[config.mk]
export PLATFORM = sky130hd
export DESIGN_NAME = phy_rx_deserializer_flat
export DESIGN_NICKNAME = d
export VERILOG_FILES = /design/src/rtl/phy_rx_deserializer_if.sv /design/src/rtl/phy_rx_deserializer.sv /design/src/flat_wrapper.sv
export SDC_FILE = /design/constraint.sdc
export NUM_CORES = 1
export LEC_CHECK = 0
export ABC_AREA = 1
export CAP_MARGIN = 15
export CORE_ASPECT_RATIO = 1.1
export CORE_MARGIN = 2
export CORE_UTILIZATION = 52
export DETAILED_ROUTE_END_ITERATION = 12
export GPL_ROUTABILITY_DRIVEN = 0
export PLACE_DENSITY = 0.86
export SLEW_MARGIN = 30
export SYNTH_ARGS = -nofsm -noshare
export SYNTH_HDL_FRONTEND = slang
export SYNTH_SLANG_ARGS = --single-unit
[constraint.sdc]
create_clock -name clk_32f -period 2 [get_ports clk_32f]
set_input_delay 0.2 -clock clk_32f [delete_from_list [all_inputs] [get_ports clk_32f]]
set_output_delay 0.2 -clock clk_32f [all_outputs]
set_load 0.01 [all_outputs]
[src/rtl/phy_rx_deserializer_if.sv]
// rtl/phy_rx_deserializer_if.sv - serial input and lane outputs of the phy RX deserializer
//
// Bundles the serial line and the recovered per-lane outputs.
//   in_serial            serial bit stream, MSB of each byte first
//   data_out0..3 [7:0]   recovered byte per lane, held until the next write to that lane
//   valid_out0..3        one-cycle strobe, matching data_outN updated this cycle
//   active               high once the link has locked onto the comma
//   idle_out             one-cycle strobe, an idle comma byte was received while active
// modport slave  : the deserializer (consumes in_serial, drives everything else)
// modport master : the line/driver side (drives in_serial, observes everything else)
interface phy_rx_deserializer_if;
    logic       in_serial;
    logic [7:0] data_out0;
    logic [7:0] data_out1;
    logic [7:0] data_out2;
    logic [7:0] data_out3;
    logic       valid_out0;
    logic       valid_out1;
    logic       valid_out2;
    logic       valid_out3;
    logic       active;
    logic       idle_out;

    modport master (
        output in_serial,
        input  data_out0, data_out1, data_out2, data_out3,
        input  valid_out0, valid_out1, valid_out2, valid_out3,
        input  active, idle_out
    );

    modport slave (
        input  in_serial,
        output data_out0, data_out1, data_out2, data_out3,
        output valid_out0, valid_out1, valid_out2, valid_out3,
        output active, idle_out
    );
endinterface

[src/rtl/phy_rx_deserializer.sv]
// rtl/phy_rx_deserializer.sv - serial-to-4-lane deserializer with comma alignment
//
// Hunts bit-by-bit for the BC_BYTE comma, requires SYNC_COUNT consecutive aligned
// commas before going active, then rebuilds bytes and spreads byte slots round-robin
// across four lanes. A comma in a slot means that lane was idle.
// Ports:
//   clk_32f   bit clock, all logic on the rising edge
//   reset     synchronous, active-high
//   rx        phy_rx_deserializer_if.slave (in_serial in; data/valid/active/idle_out out)
module phy_rx_deserializer #(
    parameter logic [7:0]  BC_BYTE    = 8'hBC,
    parameter int unsigned SYNC_COUNT = 4
) (
    input  logic                        clk_32f,
    input  logic                        reset,
    phy_rx_deserializer_if.slave        rx
);

    localparam logic [3:0] SYNC_TARGET = 4'(SYNC_COUNT);

    typedef enum logic [1:0] {
        SEARCH = 2'd0,
        SYNC   = 2'd1,
        ACTIVE = 2'd2
    } state_t;

    state_t     state, state_next;
    logic [7:0] sr;
    logic [2:0] bit_cnt, bit_cnt_next;
    logic [3:0] bc_cnt, bc_cnt_next;
    logic [1:0] lane_ptr, lane_ptr_next;

    // Completed byte is registered here first, then written to the lane outputs one
    // edge later: outputs appear on the edge after the one that samples the last bit.
    logic       pend_data, pend_data_next;
    logic       pend_idle, pend_idle_next;
    logic [1:0] pend_lane;
    logic [7:0] pend_byte;

    logic [7:0] data_q [4];
    logic [3:0] valid_q;
    logic       active_q;
    logic       idle_q;

    logic [7:0] rx_byte;
    logic       byte_done;

    assign rx_byte   = {sr[6:0], rx.in_serial};
    assign byte_done = (state != SEARCH) && (bit_cnt == 3'd7);

    always_comb begin
        state_next     = state;
        bit_cnt_next   = bit_cnt;
        bc_cnt_next    = bc_cnt;
        lane_ptr_next  = lane_ptr;
        pend_data_next = 1'b0;
        pend_idle_next = 1'b0;
        case (state)
            SEARCH: begin
                bit_cnt_next = 3'd0;
                if (rx_byte == BC_BYTE) begin
                    bc_cnt_next   = 4'd1;
                    // The comma just found occupies slot 0, so the next byte is slot 1.
                    lane_ptr_next = 2'd1;
                    state_next    = (SYNC_TARGET == 4'd1) ? ACTIVE : SYNC;
                end
            end
            SYNC: begin
                bit_cnt_next = bit_cnt + 3'd1;
                if (byte_done) begin
                    lane_ptr_next = lane_ptr + 2'd1;
                    if (rx_byte == BC_BYTE) begin
                        if (bc_cnt + 4'd1 >= SYNC_TARGET) begin
                            bc_cnt_next = SYNC_TARGET;
                            state_next  = ACTIVE;
                        end else begin
                            bc_cnt_next = bc_cnt + 4'd1;
                        end
                    end else begin
                        bc_cnt_next = 4'd0;
                        state_next  = SEARCH;
                    end
                end
            end
            ACTIVE: begin
                bit_cnt_next = bit_cnt + 3'd1;
                if (byte_done) begin
                    lane_ptr_next = lane_ptr + 2'd1;
                    if (rx_byte == BC_BYTE) begin
                        pend_idle_next = 1'b1;
                    end else begin
                        pend_data_next = 1'b1;
                    end
                end
            end
            default: begin
                state_next = SEARCH;
            end
        endcase
    end

    always_ff @(posedge clk_32f) begin
        if (reset) begin
            state     <= SEARCH;
            sr        <= 8'h00;
            bit_cnt   <= 3'd0;
            bc_cnt    <= 4'd0;
            lane_ptr  <= 2'd0;
            pend_data <= 1'b0;
            pend_idle <= 1'b0;
            pend_lane <= 2'd0;
            pend_byte <= 8'h00;
            data_q[0] <= 8'h00;
            data_q[1] <= 8'h00;
            data_q[2] <= 8'h00;
            data_q[3] <= 8'h00;
            valid_q   <= 4'b0000;
            active_q  <= 1'b0;
            idle_q    <= 1'b0;
        end else begin
            state     <= state_next;
            sr        <= rx_byte;
            bit_cnt   <= bit_cnt_next;
            bc_cnt    <= bc_cnt_next;
            lane_ptr  <= lane_ptr_next;
            pend_data <= pend_data_next;
            pend_idle <= pend_idle_next;
            pend_lane <= lane_ptr;
            pend_byte <= rx_byte;
            valid_q   <= 4'b0000;
            if (pend_data) begin
                data_q[pend_lane]  <= pend_byte;
                valid_q[pend_lane] <= 1'b1;
            end
            idle_q    <= pend_idle;
            active_q  <= (state == ACTIVE);
        end
    end

    assign rx.data_out0  = data_q[0];
    assign rx.data_out1  = data_q[1];
    assign rx.data_out2  = data_q[2];
    assign rx.data_out3  = data_q[3];
    assign rx.valid_out0 = valid_q[0];
    assign rx.valid_out1 = valid_q[1];
    assign rx.valid_out2 = valid_q[2];
    assign rx.valid_out3 = valid_q[3];
    assign rx.active     = active_q;
    assign rx.idle_out   = idle_q;

endmodule

[src/flat_wrapper.sv]
// flat-port wrapper written by rule: the top's interface ports become plain ports
module phy_rx_deserializer_flat 
#(
    parameter logic [7:0]  BC_BYTE    = 8'hBC,
    parameter int unsigned SYNC_COUNT = 4
)
  (clk_32f, reset, rx_in_serial, rx_data_out0, rx_data_out1, rx_data_out2, rx_data_out3, rx_valid_out0, rx_valid_out1, rx_valid_out2, rx_valid_out3, rx_active, rx_idle_out);
  phy_rx_deserializer_if rx_i ();
  input  logic clk_32f;
  input  logic reset;
  input wire logic [$bits(rx_i.in_serial)-1:0] rx_in_serial;
  output wire logic [$bits(rx_i.data_out0)-1:0] rx_data_out0;
  output wire logic [$bits(rx_i.data_out1)-1:0] rx_data_out1;
  output wire logic [$bits(rx_i.data_out2)-1:0] rx_data_out2;
  output wire logic [$bits(rx_i.data_out3)-1:0] rx_data_out3;
  output wire logic [$bits(rx_i.valid_out0)-1:0] rx_valid_out0;
  output wire logic [$bits(rx_i.valid_out1)-1:0] rx_valid_out1;
  output wire logic [$bits(rx_i.valid_out2)-1:0] rx_valid_out2;
  output wire logic [$bits(rx_i.valid_out3)-1:0] rx_valid_out3;
  output wire logic [$bits(rx_i.active)-1:0] rx_active;
  output wire logic [$bits(rx_i.idle_out)-1:0] rx_idle_out;
  assign rx_i.in_serial = rx_in_serial;
  assign rx_data_out0 = rx_i.data_out0;
  assign rx_data_out1 = rx_i.data_out1;
  assign rx_data_out2 = rx_i.data_out2;
  assign rx_data_out3 = rx_i.data_out3;
  assign rx_valid_out0 = rx_i.valid_out0;
  assign rx_valid_out1 = rx_i.valid_out1;
  assign rx_valid_out2 = rx_i.valid_out2;
  assign rx_valid_out3 = rx_i.valid_out3;
  assign rx_active = rx_i.active;
  assign rx_idle_out = rx_i.idle_out;
  phy_rx_deserializer #(.BC_BYTE(BC_BYTE), .SYNC_COUNT(SYNC_COUNT)) u_core (.clk_32f(clk_32f), .reset(reset), .rx(rx_i));
endmodule
### Word level (Yosys, flattened, before mapping)

Memory sizes are Yosys's and may differ from the RTL's.
Cells that the tools add are included.
W data, S select, Z words.

| word-level totals | value |
|---|---|
| word-level logic and storage cells | 67 |
| memory bits (writable) | 32 |
| bits of input ports | 3 |
| flip-flop bits (word level) | 29 |
| memories kept | 1 |

| operators by class | value |
|---|---|
| bitwise logic cells | 3 |
| add/sub/neg operators | 3 |
| mux-type cells | 25 |
| equal/unequal tests | 8 |
| reductions and logical operators | 13 |
| magnitude comparators | 3 |

Memory list:

| memory | depth | bits a word | rd ports | clocked after Yosys merged registers in | write ports | RTL line | source |
|---|---|---|---|---|---|---|---|
| u_core.data_q | 4 | 8 | 4 | 0 | 4 | phy_rx_deserializer.sv:40 | `logic [7:0] data_q [4];` |

Operator list:

| cell | number |
|---|---|
| $mux W4 | 4 |
| $mux W2 | 6 |
| $mux W1 | 9 |
| $eq A8 B8 Y1 const B | 1 |
| $mux W8 | 1 |
| $pmux W4 S2 | 1 |
| $reduce_or A8 Y1 | 1 |
| $ne A2 B1 Y1 const B | 3 |
| $pmux W2 S3 | 1 |
| $pmux W3 S2 | 1 |
| $reduce_and A3 Y1 | 2 |
| $reduce_bool A2 Y1 | 3 |
| $add A4 B1 Y4 const B | 1 |
| $ge A4 B3 Y1 const B | 1 |
| $pmux W2 S2 | 1 |
| $reduce_and A4 Y1 | 1 |
| $reduce_or A2 Y1 | 2 |
| $add A3 B1 Y3 const B | 1 |
| $eq A3 B3 Y1 const B | 1 |
| $lt A2 B3 Y1 const B | 1 |
| $ne A3 B3 Y1 const B | 1 |
| $not A1 Y1 | 3 |
| $reduce_or A3 Y1 | 1 |
| $add A2 B1 Y2 const B | 1 |
| 6 further kinds | 7 |

### Longest topological paths before layout

Gate-level depths: netlist (run 1).

| logic depth | value |
|---|---|
| word-level depth | 6 |
| mapped depth | 11 |
| gate-level depth less buffers | 11 |

### Worst setup path after synthesis (run 1)

No wires, ideal clock.

| path | value |
|---|---|
| path kind | reg2reg |
| start point | reg u_core.state[0] |
| end point | reg u_core.state[0] |
| stages on the path, launching flop included | 11 |
| data arrival time | 1309 ps |
| path buffers | 0 |
| slack | 577 ps |
| cells stage by stage | dfxtp_1 inv_1 ha_1 inv_2 nand2_2 nand2_4 nand2_2 a21oi_2 nand2_2 nor2_1 nor2_2 |

| between the ends | value |
|---|---|
| cells in the longest elaborated chain, start to end | 4 |
| elaborated cells between the ends (all ways) | 11 |

RTL lines:

| what | RTL line | source |
|---|---|---|
| from (decl) | phy_rx_deserializer.sv:27 | `state_t state, state_next;` |
| from (signal assigned) | phy_rx_deserializer.sv:121 | `state <= state_next;` |
| $reduce_bool A2 Y1 | phy_rx_deserializer.sv:49 | `assign byte_done = (state != SEARCH) && (bit_cnt == 3'd7);` |
| $logic_and A1 B1 Y1 | phy_rx_deserializer.sv:49 |  |
| $ne A2 B1 Y1 (no line) | -- |  |
| $reduce_and A4 Y1 (no line) | -- |  |

Several ways; a longest one is shown, not always the timed one.
A chain may end at the register's enable or synchronous reset.

### Final worst setup path (run 1)

Ends and elaborated chain as after synthesis.

==> results.sh, run 1 <==
export IMPL_seq_area_frac_synth_pct=64.5
export IMPL_status="completed"
export IMPL_nNetsFinal=290
export IMPL_tightest_slew_ps=328
export IMPL_dpl_hpwl_um=3030
export IMPL_period_share_pct=78.1
export IMPL_area_growth_pct=27.6
export IMPL_cpLargestDelayFamily="simple AND/OR/NAND/NOR gates"
export IMPL_clk_pin_slew_ps=60
export IMPL_port_buffers=40
export IMPL_antenna_found_initial=0
export IMPL_rows=25
export IMPL_p_leak_uw=0.00116
export IMPL_cp_slowest_stage_delay_ps=360
export IMPL_ctsResizeCount=0
export IMPL_fin_skew_ps=9.54
export IMPL_ys_ff_latch=61
export IMPL_synth_main_ff_cell="edfxtp_1"
export IMPL_drv_slew=0
export IMPL_drive_above_1_share_pct=16.5
export IMPL_setup_ws_ps=437
export IMPL_max_freq_ghz=0.640
export IMPL_hp_class="reg -> reg"
export IMPL_slew_headroom_pct=78.1
export IMPL_avgSynthCellArea_um2=10.5
export IMPL_root_buffer="clkbuf_8"
export IMPL_end_kind="flip-flop"
export IMPL_final_setup_viol_count=0
export IMPL_grt_pass1_wl_um=6710
export IMPL_grt_usage_pct=18.6
export IMPL_crit_type="reg -> reg"
export IMPL_layout_commonest_cell="nor2_1"
export IMPL_cp_cell_sequence="inv_1 > ha_1 > inv_2 > nand2_2 > nand2_4 > nand2_2 > a21oi_2 > nand2_2 > nor2_1 > nor2_2"
export IMPL_n_antenna_cell=0
export IMPL_netlist_instances=227
export IMPL_clkSinkCount=61
export IMPL_core_um2=4350
export IMPL_chipWidth_um=68.7
export IMPL_async_flop_share_pct=0
export IMPL_power_density_nw_per_um2=829
export IMPL_grt_pass1_vias=1536
export IMPL_fp_dieArea_um2=5160
export IMPL_clkLatencyLatePin_ps=340
export IMPL_dr_pass1_iters=4
export IMPL_path_buf_inv=2
export IMPL_hold_buffers=0
export IMPL_initial_core_util_pct=55.0
export IMPL_die_h_um=75.1
export IMPL_start_kind="flip-flop"
export IMPL_grt_max_degree=20
export IMPL_htree_num_levels=3
export IMPL_hold_viol_final=0
export IMPL_drt_first_iter_violations=140
export IMPL_cts_buffer_depth=2
export IMPL_worstPathMaxFanout=4
export IMPL_yosysWarnings=0
export IMPL_critPathRequiredTime_ps=2230
export IMPL_io_pins=41
export IMPL_cpMostUsedCell="nand2_2"
export IMPL_dr_total_vias=1661
export IMPL_final_cell_mix="55 x nor2_1, 40 x clkdlybuf4s50_1, 32 x edfxtp_1, 29 x dfxtp_1, 26 x nand2_1"
export IMPL_synth_nets=238
export IMPL_syn_area_um2=2390
export IMPL_drv_cap=0
export IMPL_cp_arrival_ps=1790
export IMPL_hold_ws_ps=402
export IMPL_post_drt_wl_per_cell_um=12.6
export IMPL_routed_wl_um=4270
export IMPL_rsz0062_at_grt="no"
export IMPL_fin_crit_ps=1560
export IMPL_ir_worst_vdd_mv=0.533
export IMPL_ys_types=22
export IMPL_drc=0
export IMPL_setup_tns_ps=0
export IMPL_synth_edf_count=32
export IMPL_slowest_stage="dfxtp_1"
export IMPL_cts_buffers=9
export IMPL_cts_setup_buffers=0
export IMPL_avgViaCountPerCell=4.91
export IMPL_pre_cts_slack_ps=218
export IMPL_antenna_left=0
export IMPL_grt_overflow=0
export IMPL_cts_tree="yes"
-- logic make-up (layout without fill, tap and decap cells) --
logic type / after synthesis / after routing / share of synthesized area (%)
xor gates and xnor gates: 1 / 1 / 0.366
adders and majority gates: 8 / 8 / 4.19
DFF: 61 / 61 / 64.5
buffers and inverters: 33 / 90 / 5.49
AOI/OAI and AO/OA: 14 / 14 / 3.40
and+or+nand+nor: 110 / 110 / 22.1
-- Yosys cell counts (4+ instances only) --
library cell / instances / area, um^2
a21oi_1: 8 / 40.0
dfxtp_1: 29 / 581
edfxtp_1: 32 / 961
ha_1: 8 / 100
inv_1: 24 / 90.1
inv_2: 7 / 26.3
nand2_1: 26 / 97.6
nand2_2: 8 / 50.1
nand2_4: 4 / 45.0
nand3_1: 7 / 35.0
nor2_1: 55 / 206
nor2_2: 4 / 25.0
nor2_4: 4 / 45.0
-- where the power goes --
group          leakage [uW]  switching, uW  total, uW  internal (uW)
registers          0.000538           12.3       1360           1350
logic              0.000528           69.3        139           69.3
clock network     0.0000931            456       1020            569
-- state kept, by name, summed over array words and instances (netlist names) --
name                cells
u_core.pend_data        1
u_core.sr               8
u_core.rx.active        1
u_core.lane_ptr         2
u_core.rx.idle_out      1
u_core.valid_q          4
u_core.bit_cnt          3
u_core.data_q          32
u_core.bc_cnt           4
u_core.state            2
u_core.pend_lane        2
u_core.pend_idle        1
-- per-stage QoR --
| step | util (%) | cell area [um^2] | total power, uW | std cells |
|---|---|---|---|---|
| 2_1_floorplan | - | 2390 | 1450 | 227 |
| 3_3_place_gp | 65.9 | 2870 | 1530 | 322 |
| 3_5_place_dp | 65.9 | 2870 | 1530 | 322 |
| 4_1_cts | 70.2 | 3050 | 2540 | 338 |
| 5_1_grt | 70.2 | 3050 | 2620 | 338 |
| 6_report | 70.2 | 3050 | 2530 | 338 |
-- worst register-to-register path: stages (launching register included) --
cell and delay [ps]:
dfxtp_1 360, inv_1 100, ha_1 290, inv_2 100, nand2_2 80, nand2_4 90
nand2_2 50, a21oi_2 130, nand2_2 80, nor2_1 120, nor2_2 50
-- final cells by class --
class	instances	area [um^2]
well taps	54	67.6
clock inverters	5	52.6
inverters	31	116
clock buffers	11	131
flip-flops and latches	61	1540
multi-input cells	133	718
fillers	312	1300
repair buffers	43	423
-- path summary, 6_finish.rpt --
path | start | endpoint | slack, ps | cells past startpoint
worst max-delay path | u_core.state[0] | u_core.state[0] | 440 | 10
worst min-delay path | u_core.pend_idle | u_core.rx.idle_out | 400 | 2
worst min register to register | u_core.pend_idle | u_core.rx.idle_out | 400 | 2
worst max register to register | u_core.state[0] | u_core.state[0] | 440 | 10
-- routing by layer --
metal  routed length, um  part of all wire [%]  GRT usage [%]
met5                   0                     0              0
met4                  76                   1.8           10.9
met2                2220                    52           30.7
met3                 320                   7.5           5.98
met1                1660                    39           20.9
Power figures use the tool's default switching activity.
==> run 2, diff against run 1 <==
==> constraint.sdc (replaced) <==
create_clock -name clk_32f -period 1.6 [get_ports clk_32f]
set_input_delay 0.16 -clock clk_32f [delete_from_list [all_inputs] [get_ports clk_32f]]
set_output_delay 0.16 -clock clk_32f [all_outputs]
set_load 0.01 [all_outputs]
==> run 2 against run 1 <==
Effect of this change: sequential share of layout area down 0.57 points; final cell count increased by 1.5%; final area is 1.2% higher; first-iteration DRC count grew 21%; clock power grew 24%; critical path type unchanged; largest power group unchanged; highest routed layer unchanged.
==> results.sh, run 2 (synthesized netlist as in run 1, its figures left out) <==
export IMPL_status="completed"
export IMPL_grt_pass1_wl_um=6840
export IMPL_grt_max_degree=20
export IMPL_clk_pin_slew_ps=60
export IMPL_clkSinkCount=61
export IMPL_sw_frac_of_total_pct=20.9
export IMPL_avgViaCountPerCell=4.94
export IMPL_port_buffers=40
export IMPL_switchingPower_uw=657
export IMPL_combPwrFrac_pct=5.6
export IMPL_die_h_um=75.1
export IMPL_cts_buffer_depth=2
export IMPL_fillerInstances=313
export IMPL_largest_register_ffs=32
export IMPL_antenna_found_initial=0
export IMPL_layout_commonest_cell="nor2_1"
export IMPL_htree_num_levels=3
export IMPL_hold_ws_ps=383
export IMPL_antenna_left=0
export IMPL_initial_core_util_pct=55.0
export IMPL_crit_type="reg -> reg"
export IMPL_io_pins=41
export IMPL_final_setup_viol_count=0
export IMPL_p_leak_uw=0.00118
export IMPL_cts_tree="yes"
export IMPL_area_growth_pct=29.1
export IMPL_p_int_uw=2490
export IMPL_end_kind="flip-flop"
export IMPL_clkLatencyLatePin_ps=330
export IMPL_top_register="u_core.data_q"
export IMPL_pwr_share_clk_pct=40.2
export IMPL_hold_viol_final=0
export IMPL_nNetsFinal=295
export IMPL_critPathRequiredTime_ps=1820
export IMPL_dr_total_vias=1696
export IMPL_dr_pass1_iters=4
export IMPL_grt_usage_pct=19.1
export IMPL_p_total_uw=3140
export IMPL_drive_above_1_share_pct=18.0
export IMPL_fp_dieArea_um2=5160
export IMPL_drc=0
export IMPL_drv_slew=0
export IMPL_period_share_pct=92.0
export IMPL_cts_buffers=9
export IMPL_fin_skew_ps=7.44
export IMPL_fin_crit_ps=1470
export IMPL_setup_ws_ps=127
export IMPL_top_regs="u_core.data_q (32), u_core.sr (8)"
export IMPL_dpl_hpwl_um=3070
export IMPL_grt_pass1_vias=1521
export IMPL_slew_headroom_pct=76.6
export IMPL_min_delay_path_depth=3
export IMPL_hp_class="in -> reg"
export IMPL_hold_buffers=0
export IMPL_power_density_nw_per_um2=1020
export IMPL_routed_wl_um=4250
export IMPL_root_buffer="clkbuf_8"
export IMPL_cts_setup_buffers=0
export IMPL_n_antenna_cell=0
export IMPL_chipWidth_um=68.7
export IMPL_tightest_slew_ps=350
export IMPL_pwr_share_seq_pct=54.3
export IMPL_post_drt_wl_per_cell_um=12.4
export IMPL_worstPathMaxFanout=4
export IMPL_grt_overflow=0
export IMPL_pre_cts_slack_ps=-71.7
export IMPL_drv_cap=0
export IMPL_cp_arrival_ps=1690
export IMPL_rsz0062_at_grt="no"
export IMPL_rows=25
export IMPL_final_util_pct=71.0
export IMPL_worst_r2r_path_depth=10
export IMPL_start_kind="flip-flop"
export IMPL_core_um2=4350
export IMPL_drt_first_iter_violations=170
export IMPL_final_cell_mix="55 x nor2_1, 40 x clkdlybuf4s50_1, 32 x edfxtp_1, 28 x dfxtp_1, 26 x nand2_1"
export IMPL_max_freq_ghz=0.679
export IMPL_ir_worst_vdd_mv=0.550
## run 2: cell types whose count changed in the layout (fill, tap and decap cells not counted)
cell / delta
buf_4: +5
clkinv_1: +1
clkinv_2: -1
dfxtp_1: -1
dfxtp_2: +1
## run 2: area by class of cell
| cell class | count | area (um^2) | share of cell area, % |
|---|---|---|---|
| Sequential cell | 61 | 1540 | 50.0 |
| Multi-Input combinational cell | 133 | 718 | 23.3 |
| Inverter | 31 | 116 | 3.77 |
| Clock inverter | 5 | 51.3 | 1.66 |
| Timing Repair Buffer | 48 | 460 | 14.9 |
| Tap cell | 54 | 67.6 | 2.19 |
| Clock buffer | 11 | 131 | 4.25 |
## run 2: path summary, 6_finish.rpt
path / start / endpoint / slack (ps)
worst max-delay path: u_core.state[1] / u_core.state[0] / 130
worst min-delay path: rx_in_serial / u_core.sr[0] / 380
worst max register to register: u_core.state[1] / u_core.state[0] / 130
worst min register to register: u_core.pend_idle / u_core.rx.idle_out / 410
## run 2: what timing repair did
item                       in CTS  in global routing
gates resized for setup         0                  1
setup endpoints to repair       0                  2
hold endpoints to repair        0                  0
## run 2: power groups by stage
stage / Combinational [uW] / Sequential [uW] / Clock, uW
floorplan: 49.0 / 1760 / 0
global placement: 172 / 1740 / 0
detailed placement: 176 / 1740 / 0
CTS: 177 / 1710 / 1280
global route: 190 / 1710 / 1350
finish: 175 / 1710 / 1260
## run 2: per-stage QoR
step                std cells  setup TNS [ps]  instance area [um^2]
detailed placement        327            -947                  2900
finish                    343               0                  3090
CTS                       343               0                  3090
global route              343               0                  3090
global placement          327           -74.6                  2900
floorplan                 227               0                  2390
## run 2: critical path: stages, from the launching register on
cell and delay, ps:
dfxtp_1 370, inv_1 90, ha_1 210, inv_2 80
nand2_2 80, nand2_4 90, nand2_2 50, a21oi_2 130
nand2_2 80, nor2_1 130, nor2_2 50
## run 2: metal layers
| metal | up-vias | global-route usage (%) | part of all wire [%] |
|---|---|---|---|
| met3 | 9 | 6.43 | 8.4 |
| met4 | 0 | 10.2 | 1.4 |
| met1 | 764 | 20.5 | 40 |
| met2 | 90 | 32.9 | 50 |
| met5 | - | 0 | 0 |
| li1 | 833 | - | - |
==> run 3, diff against run 2 <==
--- a/config.mk
+++ b/config.mk
@@ -7,7 +7,7 @@
 export LEC_CHECK = 0
 export ABC_AREA = 1
 export CAP_MARGIN = 15
-export CORE_ASPECT_RATIO = 1.1
+export CORE_ASPECT_RATIO = 1.25
 export CORE_MARGIN = 2
 export CORE_UTILIZATION = 52
 export DETAILED_ROUTE_END_ITERATION = 12
==> run 3 against run 2 <==
Effect of this change: non-clock buffer count did not move; final cell count rose by 0.87%; maximum frequency rose by 0.84%; count of clock-buffer cells in the layout rose by 1; clock skew barely moved; hold slack improved by 11 ps; first-iteration DRC count fell by 67%; sequential power barely moved; routed wire length rose by 0.31%; utilization fell by 1.3 points.
==> results.sh, run 3 (synthesized netlist as in run 1, its figures left out) <==
export IMPL_cp_arrival_ps=1680
export IMPL_area_growth_pct=29.0
export IMPL_status="completed"
export IMPL_top_regs="u_core.data_q (32), u_core.sr (8)"
export IMPL_end_kind="flip-flop"
export IMPL_top_register="u_core.data_q"
export IMPL_fin_skew_ps=7.93
export IMPL_drc=0
export IMPL_hold_ws_ps=394
export IMPL_routed_wl_um=4260
export IMPL_drv_slew=0
export IMPL_cts_buffers=9
export IMPL_dpl_hpwl_um=3040
export IMPL_n_antenna_cell=0
export IMPL_antenna_found_initial=0
export IMPL_nNetsFinal=295
export IMPL_drive_above_1_share_pct=18.1
export IMPL_worstPathMaxFanout=4
export IMPL_final_area_um2=3090
export IMPL_hp_class="in -> reg"
export IMPL_clk_pin_slew_ps=60
export IMPL_tightest_slew_ps=323
export IMPL_drv_cap=0
export IMPL_final_setup_viol_count=0
export IMPL_seqCellArea_um2=1540
export IMPL_fillerInstances=343
export IMPL_antenna_left=0
export IMPL_fin_crit_ps=1460
export IMPL_dr_pass1_iters=4
export IMPL_multi_input_area_um2=718
export IMPL_hold_buffers=0
export IMPL_largest_register_ffs=32
export IMPL_drt_first_iter_violations=56
export IMPL_clkSinkCount=61
export IMPL_io_pins=41
export IMPL_final_util_pct=69.7
export IMPL_grt_pass1_wl_um=6820
export IMPL_ir_worst_vdd_mv=0.522
export IMPL_dpl_cell_area_um2=2910
export IMPL_hold_viol_final=0
export IMPL_port_buffers=40
export IMPL_dr_total_vias=1665
export IMPL_power_density_nw_per_um2=1010
export IMPL_fp_dieArea_um2=5160
export IMPL_start_kind="flip-flop"
export IMPL_final_cell_mix="55 x nor2_1, 40 x clkdlybuf4s50_1, 32 x edfxtp_1, 28 x dfxtp_1, 26 x nand2_1"
export IMPL_cts_buffer_depth=2
export IMPL_avgViaCountPerCell=4.81
export IMPL_place_inst=331
export IMPL_setup_tns_ps=0
export IMPL_core_um2=4430
export IMPL_cts_setup_buffers=0
export IMPL_rows=27
export IMPL_grt_max_degree=20
export IMPL_slew_headroom_pct=78.4
export IMPL_htree_num_levels=3
export IMPL_post_drt_wl_per_cell_um=12.3
export IMPL_period_share_pct=91.3
export IMPL_grt_pass1_vias=1556
export IMPL_grt_overflow=0
export IMPL_finalNonFillerCells=346
export IMPL_initial_core_util_pct=54.0
export IMPL_die_h_um=79.8
export IMPL_cts_tree="yes"
export IMPL_ctsResizeCount=0
export IMPL_chipWidth_um=64.7
export IMPL_rsz0062_at_grt="no"
export IMPL_clkLatencyLatePin_ps=330
export IMPL_max_freq_ghz=0.685
export IMPL_layout_commonest_cell="nor2_1"
export IMPL_crit_type="reg -> reg"
export IMPL_critPathRequiredTime_ps=1820
export IMPL_p_leak_uw=0.00118
export IMPL_grt_usage_pct=18.1
export IMPL_root_buffer="clkbuf_8"
run 3: cell types whose count changed in the layout (fill, tap and decap cells not counted), sizes merged:
cell      previous run  this run
clkbuf              11        12
clkinvlp             1         0
clkinv               3         2
run 3: final timing paths:
check / cells after the start / slack [ps] / from / end
min: 3 / 390 / rx_in_serial / u_core.sr[0]
max reg2reg: 10 / 140 / u_core.state[0] / u_core.state[0]
min reg2reg: 2 / 410 / u_core.pend_idle / u_core.rx.idle_out
max: 10 / 140 / u_core.state[0] / u_core.state[0]
run 3: cell type report:
class / instances / share of cell area, %
Timing Repair Buffer: 48 / 14.9
Clock buffer: 12 / 4.38
Multi-Input combinational cell: 133 / 23.3
Sequential cell: 61 / 50.0
Tap cell: 58 / 2.35
Clock inverter: 3 / 1.30
Inverter: 31 / 3.77
run 3: critical path, stage by stage, from the launching register on:
cell and delay (ps):
dfxtp_1 370, inv_2 80, ha_1 220, inv_2 80, nand2_2 80, nand2_4 90
nand2_2 50, a21oi_2 130, nand2_2 90, nor2_1 120, nor2_2 50
run 3: metal layers:
layer	vias to the layer above	share of wire, %	GRT usage (%)	wire length [um]
li1	831	-	-	-
met1	765	40	17.9	1690
met2	62	53	34.5	2260
met3	7	5.4	5.22	230
met4	0	1.9	7.66	81
met5	-	0	0	0
run 3: power breakdown:
| part | internal, uW | leakage [uW] | switching [uW] |
|---|---|---|---|
| Clock | 707 | 0.0000902 | 521 |
| Sequential | 1690 | 0.000538 | 15.8 |
| Combinational | 87.5 | 0.000550 | 88.3 |
run 3: stage by stage:
step / worst slack [ps] / total power [uW]
2_1_floorplan: 177 / 1810
3_3_place_gp: -19.9 / 1910
3_5_place_dp: -74.6 / 1920
4_1_cts: 105 / 3130
5_1_grt: 16.2 / 3200
6_report: 139 / 3110
